<file path="config.mk">
export PLATFORM = sky130hd
export DESIGN_NAME = ifu_prefetch
export DESIGN_NICKNAME = d
export VERILOG_FILES = /design/src/rtl/ifu_prefetch.sv
export SDC_FILE = /design/constraint.sdc
export NUM_CORES = 1
export LEC_CHECK = 0
export ABC_AREA = 1
export CORE_UTILIZATION = 45
export DETAILED_ROUTE_END_ITERATION = 12
export DONT_BUFFER_PORTS = 1
export HOLD_SLACK_MARGIN = 0.1
export PLACE_DENSITY = 0.61
export SETUP_SLACK_MARGIN = 0.02
export SLEW_MARGIN = 15
export SYNTH_ARGS = -nofsm -noshare
export SYNTH_HDL_FRONTEND = slang
export SYNTH_SLANG_ARGS = --single-unit
</file>
<file path="constraint.sdc">
create_clock -name clock -period 8.5 [get_ports clock]
set_clock_uncertainty 0.2 [all_clocks]
set_input_delay 1.7 -clock clock [delete_from_list [all_inputs] [get_ports clock]]
set_output_delay 1.7 -clock clock [all_outputs]
set_load 0.01 [all_outputs]
</file>
<file path="src/rtl/ifu_prefetch.sv">
// rtl/ifu_prefetch.sv - instruction fetch unit with AXI4 burst prefetch into an instruction queue
//
// Fetches instructions with AXI4 INCR read bursts and queues them for the IDU.
// Each burst stops at a BURST_LEN*4-byte block boundary. Queue space for a
// whole burst is reserved before AR is issued. A redirect flushes the queue and
// drains any outstanding burst.
//
// Ports:
//   clock, reset                  clock and asynchronous active-low reset
//   redirect_valid, redirect_pc   one-cycle restart request and its target PC
//   idu_valid/idu_ready           head-of-queue handshake toward the decoder
//   idu_pc, idu_inst, idu_err     head entry: PC, instruction, error-response flag
//   io_master_ar*                 AXI4 read address channel (master side)
//   io_master_r*                  AXI4 read data channel (master side)
//   state_out                     FSM state for debug (IDLE=0 ADDR=1 DATA=2 DRAIN=3)
module ifu_prefetch #(
  parameter logic [31:0] RESET_PC   = 32'h3000_0000,
  parameter int          BURST_LEN  = 4,
  parameter int          FIFO_DEPTH = 8
) (
  input  logic        clock,
  input  logic        reset,
  input  logic        redirect_valid,
  input  logic [31:0] redirect_pc,
  input  logic        idu_ready,
  output logic        idu_valid,
  output logic [31:0] idu_pc,
  output logic [31:0] idu_inst,
  output logic        idu_err,
  input  logic        io_master_arready,
  output logic        io_master_arvalid,
  output logic [31:0] io_master_araddr,
  output logic [3:0]  io_master_arid,
  output logic [7:0]  io_master_arlen,
  output logic [2:0]  io_master_arsize,
  output logic [1:0]  io_master_arburst,
  input  logic        io_master_rvalid,
  input  logic [31:0] io_master_rdata,
  input  logic [3:0]  io_master_rid,
  input  logic        io_master_rlast,
  input  logic [1:0]  io_master_rresp,
  output logic        io_master_rready,
  output logic [1:0]  state_out
);

  localparam int PW = (FIFO_DEPTH > 1) ? $clog2(FIFO_DEPTH) : 1;
  localparam int CW = PW + 1;

  typedef enum logic [1:0] {
    IDLE  = 2'b00,
    ADDR  = 2'b01,
    DATA  = 2'b10,
    DRAIN = 2'b11
  } state_e;

  state_e        state_q, state_d;
  logic [31:0]   fetch_pc_q, fetch_pc_d;
  logic [31:0]   araddr_q, araddr_d;
  logic [31:0]   beat_pc_q, beat_pc_d;
  logic [7:0]    arlen_q, arlen_d;
  logic [3:0]    curr_id_q, curr_id_d;
  logic          redir_pend_q, redir_pend_d;

  logic [PW-1:0] rd_ptr_q, wr_ptr_q;
  logic [CW-1:0] count_q;
  logic [31:0]   q_pc   [FIFO_DEPTH];
  logic [31:0]   q_inst [FIFO_DEPTH];
  logic          q_err  [FIFO_DEPTH];

  logic [31:0]   blk_off;
  logic [4:0]    len;
  logic [CW-1:0] free;
  logic          match;
  logic          push;
  logic          pop;
  logic          has_head;

  function automatic logic [PW-1:0] ptr_inc(input logic [PW-1:0] p);
    return (p == PW'(FIFO_DEPTH - 1)) ? '0 : p + PW'(1);
  endfunction

  // Beats left to the end of the current aligned block.
  assign blk_off = (fetch_pc_q >> 2) & 32'(BURST_LEN - 1);
  assign len     = 5'(32'(BURST_LEN) - blk_off);
  assign free    = CW'(FIFO_DEPTH) - count_q;
  assign match   = io_master_rvalid && (io_master_rid == curr_id_q);

  always_ff @(posedge clock or negedge reset) begin
    if (!reset) begin
      state_q      <= IDLE;
      fetch_pc_q   <= RESET_PC;
      araddr_q     <= '0;
      beat_pc_q    <= '0;
      arlen_q      <= '0;
      curr_id_q    <= '0;
      redir_pend_q <= 1'b0;
    end else begin
      state_q      <= state_d;
      fetch_pc_q   <= fetch_pc_d;
      araddr_q     <= araddr_d;
      beat_pc_q    <= beat_pc_d;
      arlen_q      <= arlen_d;
      curr_id_q    <= curr_id_d;
      redir_pend_q <= redir_pend_d;
    end
  end

  always_comb begin
    state_d           = state_q;
    fetch_pc_d        = fetch_pc_q;
    araddr_d          = araddr_q;
    beat_pc_d         = beat_pc_q;
    arlen_d           = arlen_q;
    curr_id_d         = curr_id_q;
    redir_pend_d      = redir_pend_q;
    push              = 1'b0;
    io_master_arvalid = 1'b0;
    io_master_rready  = 1'b0;

    unique case (state_q)
      IDLE: begin
        if (!redirect_valid && (32'(free) >= 32'(len))) begin
          state_d      = ADDR;
          araddr_d     = fetch_pc_q;
          arlen_d      = 8'(len) - 8'd1;
          curr_id_d    = curr_id_q + 4'd1;
          redir_pend_d = 1'b0;
        end
      end
      ADDR: begin
        io_master_arvalid = 1'b1;
        // A redirect while AR waits is remembered so the burst gets drained.
        if (redirect_valid) redir_pend_d = 1'b1;
        if (io_master_arready) begin
          state_d      = (redir_pend_q || redirect_valid) ? DRAIN : DATA;
          beat_pc_d    = araddr_q;
          redir_pend_d = 1'b0;
        end
      end
      DATA: begin
        io_master_rready = 1'b1;
        if (redirect_valid) begin
          // Redirect on the final beat: nothing left to drain.
          state_d = (match && io_master_rlast) ? IDLE : DRAIN;
        end else if (match) begin
          push      = 1'b1;
          beat_pc_d = beat_pc_q + 32'd4;
          if (io_master_rlast) begin
            state_d    = IDLE;
            fetch_pc_d = beat_pc_q + 32'd4;
          end
        end
      end
      DRAIN: begin
        io_master_rready = 1'b1;
        if (match && io_master_rlast) state_d = IDLE;
      end
      default: state_d = IDLE;
    endcase

    if (redirect_valid) fetch_pc_d = redirect_pc & 32'hFFFF_FFFC;
  end

  assign has_head  = (count_q != '0);
  assign idu_valid = has_head && !redirect_valid;
  assign pop       = idu_valid && idu_ready;

  always_ff @(posedge clock or negedge reset) begin
    if (!reset) begin
      rd_ptr_q <= '0;
      wr_ptr_q <= '0;
      count_q  <= '0;
    end else if (redirect_valid) begin
      rd_ptr_q <= '0;
      wr_ptr_q <= '0;
      count_q  <= '0;
    end else begin
      if (push) wr_ptr_q <= ptr_inc(wr_ptr_q);
      if (pop)  rd_ptr_q <= ptr_inc(rd_ptr_q);
      unique case ({push, pop})
        2'b10:   count_q <= count_q + CW'(1);
        2'b01:   count_q <= count_q - CW'(1);
        default: count_q <= count_q;
      endcase
    end
  end

  always_ff @(posedge clock) begin
    if (push) begin
      q_pc[wr_ptr_q]   <= beat_pc_q;
      q_inst[wr_ptr_q] <= io_master_rdata;
      q_err[wr_ptr_q]  <= (io_master_rresp != 2'b00);
    end
  end

  assert property (@(posedge clock) disable iff (!reset) !(push && (count_q == CW'(FIFO_DEPTH))));

  // Head fields read as zero when the queue is empty (storage is not reset).
  assign idu_pc   = has_head ? q_pc[rd_ptr_q]   : '0;
  assign idu_inst = has_head ? q_inst[rd_ptr_q] : '0;
  assign idu_err  = has_head ? q_err[rd_ptr_q]  : 1'b0;

  assign io_master_araddr  = araddr_q;
  assign io_master_arid    = curr_id_q;
  assign io_master_arlen   = arlen_q;
  assign io_master_arsize  = 3'b010;
  assign io_master_arburst = 2'b01;
  assign state_out         = state_q;

endmodule

</file>
==> qor.txt, run 1 <==
Outcome: complete, no violations
GRT overflow: 0
Share of the synthesized area in the top cell type: 59.2%
Hold EP: io_master_araddr[21]
Count leader, synth: edfxtp_1
Setup bufs post-CTS: 0
Flop-to-flop setup slack: 4.57 ns
Flops & latches, synth: 638
Synth unique cells: 42
Routability cong.: 0.830
Startpoint types: flip-flop
Crit Path Class: flip-flop to output pin
Reg2Reg Launch Point: state_out[1]
Setup TNS: 0 ns
Yosys warns: 0
Hold Path Class: flip-flop to flip-flop
Leakage power: 10.2 nW
First-pass iteration count of the detailed router: 5
Gates resized, CTS repair: 0
Layout cells sized above 1: 7.80%
Maximum vdd drop: 214 µV
Clock-pin transition on the worst setup and hold timing paths: 0.06 ns
CTS Root Cell: clkbuf_16
CP Max Fanout: 71
Post-route cell area: 29300 µm²
CP endpoint kind: output pin
Die ar.: 59600 µm²
Max-Cap Viols: 0
Die Ht: 244 µm
Avg Synthesized Cell Area: 11.5 µm²
Seq/Total Area, Yosys: 70.4%
Top FF cell, synth: edfxtp_1
Utilization after layout: 50.6%
Pin count of the biggest net entering global routing: 133
H-tree levels: 3
Iteration-0 DRC Markers: 1336
Cell type with the largest total area after synthesis: edfxtp_1
I/O Buffers: 0
Initial antenna violation count: 0
Final WL: 63500 µm
Final setup violation count: 0
Slew @ Worst Pin: 1.01 ns
Reg2Reg Depth: 7
Post-CTS Hold Fix Bufs: 0
Hold_sp: fetch_pc_q[21]
Vias in the first global route: 16700
Reg-to-Reg End: q_inst[2][11]
Via count: 17100
Post-DP HPWL: 34600 µm
Hold Fails Final Rpt: 0
Fin nets: 2334
Placed Area: 27000 µm²
CTS sink count: 638
Post-synth ARST share: 18.5%
Required @ worst endpoint: 6.60 ns
RSZ-0062 raised after global routing: no
Filler cells: 4997
Ant diodes: 0
Worst relative slew slack: 32.8%
Starting Density: 45.7%
Max Clk Rate: 0.172 GHz
Post-synth EDFFs: 520
Longest Clk Path Bufs: 3
Final min period: 5.81 ns
Die Wd: 244 µm
Period Utilization, post-route: 68.3%
DR vias/cell: 5.60
Area Overhead vs Synth: 10.9%
Wire per inst: 20.7 µm
Skew-Pair Late Insertion Delay: 0.60 ns
Arr. time, crit path: 3.91 ns
Detail Route Antenna Nets: 0
DR DRC count: 0
Setup WS pre-CTS: 3.33 ns
PnR worst setup slack: 2.69 ns
Hold Path Stages: 2
Total GRT Usage: 21.3%
Mapped Cells: 2286
Synth Cell Area: 26400 µm²
Wire length of the first global-routing pass: 97600 µm
P per Cell Area: 333 nW/µm²
CTS tree: built
Io pins: 196
CTS Buf Count: 68
# rows: 88
Dominant cells by area after synthesis: edfxtp_1 (59%), dfrtp_1 (11%), o21ai_0 (7.5%)
Core area: 57800 µm²
Most instantiated cells after synthesis: edfxtp_1 (520), nor2_1 (448), o21ai_0 (395), nand2_1 (188), dfrtp_1 (116)
Fin. max-slew vios: 0
[metal layers]
metal	track usage (%)	routed length (µm)	vias up
li1	-	-	8062
met1	28.1	27300	8472
met2	35.2	30500	511
met3	5.20	4350	91
met4	5.68	1340	0
met5	0	0	-
[cell families after synthesis]
| logic type | synth area share [%] |
|---|---|
| compound gates | 13.1 |
| xor+xnor | 0.664 |
| fa+ha+maj | 0.711 |
| buf+inv | 4.02 |
| flops | 70.4 |
| mux | 0.0853 |
| other cells | 0.0285 |
| simple gates | 11.1 |
[worst max path at each step]
stage / start / endpoint / slack [ns] / cells after the start
2_1_floorplan: redirect_valid / q_err[2] / 0.80 / 5
3_3_place_gp: rd_ptr_q[0] / idu_pc[7] / 3.33 / 6
3_5_place_dp: rd_ptr_q[0] / idu_pc[7] / 3.33 / 6
4_1_cts: rd_ptr_q[0] / idu_pc[7] / 2.68 / 6
5_1_grt: rd_ptr_q[0] / idu_pc[8] / 2.41 / 6
6_report: rd_ptr_q[0] / idu_pc[8] / 2.69 / 6
[cell type report]
cell class | instances | area [µm²] | area share, %
sequential | 638 | 18600 | 63.5
timing repair buffer | 32 | 240 | 0.821
clock buffer | 81 | 1780 | 6.08
multi-input combinational | 1399 | 6830 | 23.3
clock inverter | 43 | 483 | 1.65
inverter | 103 | 398 | 1.36
tap | 765 | 957 | 3.27
[cells in the final DEF (no fill, tap or decap), types with 4 or more instances in the layout]
cell type    n
nor2_2       6
clkinv_1    14
nand4_1     13
nor3_2       7
nor2_1     448
edfxtp_1   520
xnor2_1      4
nor3_1      12
inv_1       93
clkbuf_16   68
a21oi_1      8
buf_4       32
o21ai_0    395
ha_1        15
o22ai_1     77
o211ai_1    38
inv_2        4
nand2_1    188
a31oi_1     67
nand3_1     37
xor2_1      16
inv_6        4
clkbuf_1    10
conb_1       5
dfrtp_1    114
o21ai_1     38
or2_2        8
clkinv_2    14
bufinv_16    8
[worst max-delay path: stages (launching register included)]
cell	delay [ns]
dfrtp_4	0.74
buf_4	0.69
buf_4	0.73
o21ai_0	0.20
o22ai_1	0.22
o21ai_0	0.10
a31oi_1	0.51
[power by group]
group | internal, mW | leakage, nW | total [mW] | switching [mW]
combinational | 0.731 | 2.95 | 2.56 | 1.82
sequential | 3.75 | 6.18 | 4.21 | 0.466
clock | 1.76 | 1.11 | 2.98 | 1.22
total | 6.24 | 10.2 | 9.75 | 3.51
[registers in the layout, summed over array words and instances, names as in the netlist]
signal	flops
q_inst	256
q_pc	256
beat_pc_q	32
fetch_pc_q	32
io_master_araddr	32
q_err	8
io_master_arlen	5
count_q	4
io_master_arid	4
rd_ptr_q	3
wr_ptr_q	3
state_out	2
redir_pend_q	1
[metrics by stage]
step	hold slack (ns)	cells	power (mW)
after global placement	0.254	2937	6.80
after detailed placement	0.258	2937	6.87
final	0.270	3061	9.75
after floorplan	0.242	2289	6.02
after global routing	0.297	3061	10.3
after CTS	0.274	3061	9.85
Power figures use the tool's default switching activity.
==> run 2: changes to the inputs <==
==> constraint.sdc (replaced) <==
create_clock -name clock -period 5.6 [get_ports clock]
set_clock_uncertainty 0.2 [all_clocks]
set_input_delay 1.12 -clock clock [delete_from_list [all_inputs] [get_ports clock]]
set_output_delay 1.12 -clock clock [all_outputs]
set_load 0.01 [all_outputs]
==> qor.txt, run 2 (synthesis gave the netlist of run 1 again) <==
Final WL: 64000 µm
Placed Area: 27100 µm²
Skew-Pair Late Insertion Delay: 0.59 ns
Layout cells sized above 1: 7.70%
Max-Cap Viols: 0
Inst Count DP: 2937
Post-DP HPWL: 34800 µm
CP endpoint kind: output pin
Most frequent cells in the layout: edfxtp_1 (520), nor2_1 (448), o21ai_0 (395)
Longest Clk Path Bufs: 3
Fin. max-slew vios: 0
CTS Buf Count: 70
Power, Total: 14.9 mW
Die Ht: 244 µm
Required @ worst endpoint: 4.28 ns
Worst relative slew slack: 28.2%
Post-route cell area: 29400 µm²
Final min period: 4.69 ns
Maximum vdd drop: 365 µV
Iteration-0 DRC Markers: 1402
Die Wd: 244 µm
Grt met2 use: 34.7%
Starting Density: 45.7%
Fin nets: 2337
DR DRC count: 0
Detail Route Antenna Nets: 0
Met1 Usage GRT: 29.5%
Die ar.: 59600 µm²
GRT overflow: 0
Vias in the first global route: 17000
Arr. time, crit path: 3.37 ns
Core area: 57800 µm²
CTS Root Cell: clkbuf_16
P per Cell Area: 506 nW/µm²
I/O Buffers: 0
Ant diodes: 0
Initial antenna violation count: 0
RSZ-0062 raised after global routing: no
Max Clk Rate: 0.213 GHz
Io pins: 196
Largest regs: q_inst: 256 flops, q_pc: 256 flops
Non-filler instance count after layout: 3065
Wire per inst: 20.9 µm
Wire length of the first global-routing pass: 99800 µm
CTS sink count: 638
Final setup violation count: 0
Clock-pin transition on the worst setup and hold timing paths: 0.06 ns
Commonest non-fill, non-tap cell in the layout: edfxtp_1
Routability cong.: 0.864
Outcome: complete, no violations
Area Overhead vs Synth: 11.4%
DR vias/cell: 5.60
Hold Fails Final Rpt: 0
Pin count of the biggest net entering global routing: 153
Leakage power: 10.3 nW
First-pass iteration count of the detailed router: 5
Via count: 17200
Crit Path Class: flip-flop to output pin
Grt peak-use layer: met2
Setup bufs post-CTS: 0
WHS: 0.176 ns
Grt met3 use: 4.74%
# rows: 88
Period Utilization, post-route: 83.7%
Gates resized, CTS repair: 0
CTS tree: built
CP Max Fanout: 52
Flop-to-flop setup slack: 2.04 ns
Hold Path Class: input pin to async pin
Slew @ Worst Pin: 1.08 ns
H-tree levels: 3
Total GRT Usage: 21.7%
Startpoint types: flip-flop
Post-CTS Hold Fix Bufs: 1
## run 2: path summary, 6_finish.rpt
path                       depth (start not counted)              to            from
max                                                6      idu_pc[11]     rd_ptr_q[1]
min                                                0  fetch_pc_q[28]           reset
max reg2reg                                        7      q_pc[7][4]    state_out[1]
min reg2reg                                        2  fetch_pc_q[28]  fetch_pc_q[28]
max in group asynchronous                          1     rd_ptr_q[1]           reset
min in group clock                                 2  fetch_pc_q[28]  fetch_pc_q[28]
## run 2: cell type report
cell class | instances | area [µm²]
fillers | 5064 | 28400
flip-flops and latches | 638 | 18600
multi-input cells | 1399 | 6850
clock buffers | 93 | 1910
well taps | 765 | 957
inverters | 103 | 398
clock inverters | 34 | 365
repair buffers | 33 | 343
## run 2: stage by stage
stage | TNS, ns | util (%) | setup slack, ns
floorplan | -396.42 | - | -1.52
global placement | 0 | 46.9 | 1.54
detailed placement | 0 | 46.9 | 1.51
CTS | 0 | 50.9 | 0.867
global route | 0 | 50.9 | 0.719
finish | 0 | 50.9 | 0.911
## run 2: per-layer routing
| metal | vias to the layer above | part of all wire [%] |
|---|---|---|
| met5 | - | 0 |
| met4 | 0 | 2.4 |
| met3 | 99 | 7.0 |
| met2 | 539 | 47 |
| met1 | 8453 | 43 |
| li1 | 8078 | - |
## run 2: critical path, stage by stage, from the launching register on
cell	delay [ns]
dfrtp_4	0.76
inv_4	0.61
buf_4	0.43
o21ai_0	0.15
o22ai_1	0.16
o21ai_0	0.11
a31oi_1	0.53
## run 2: where the power goes
part	total, mW	switching [mW]	internal (mW)
Combinational	3.90	2.77	1.13
Clock	4.57	1.83	2.73
Sequential	6.41	0.725	5.69
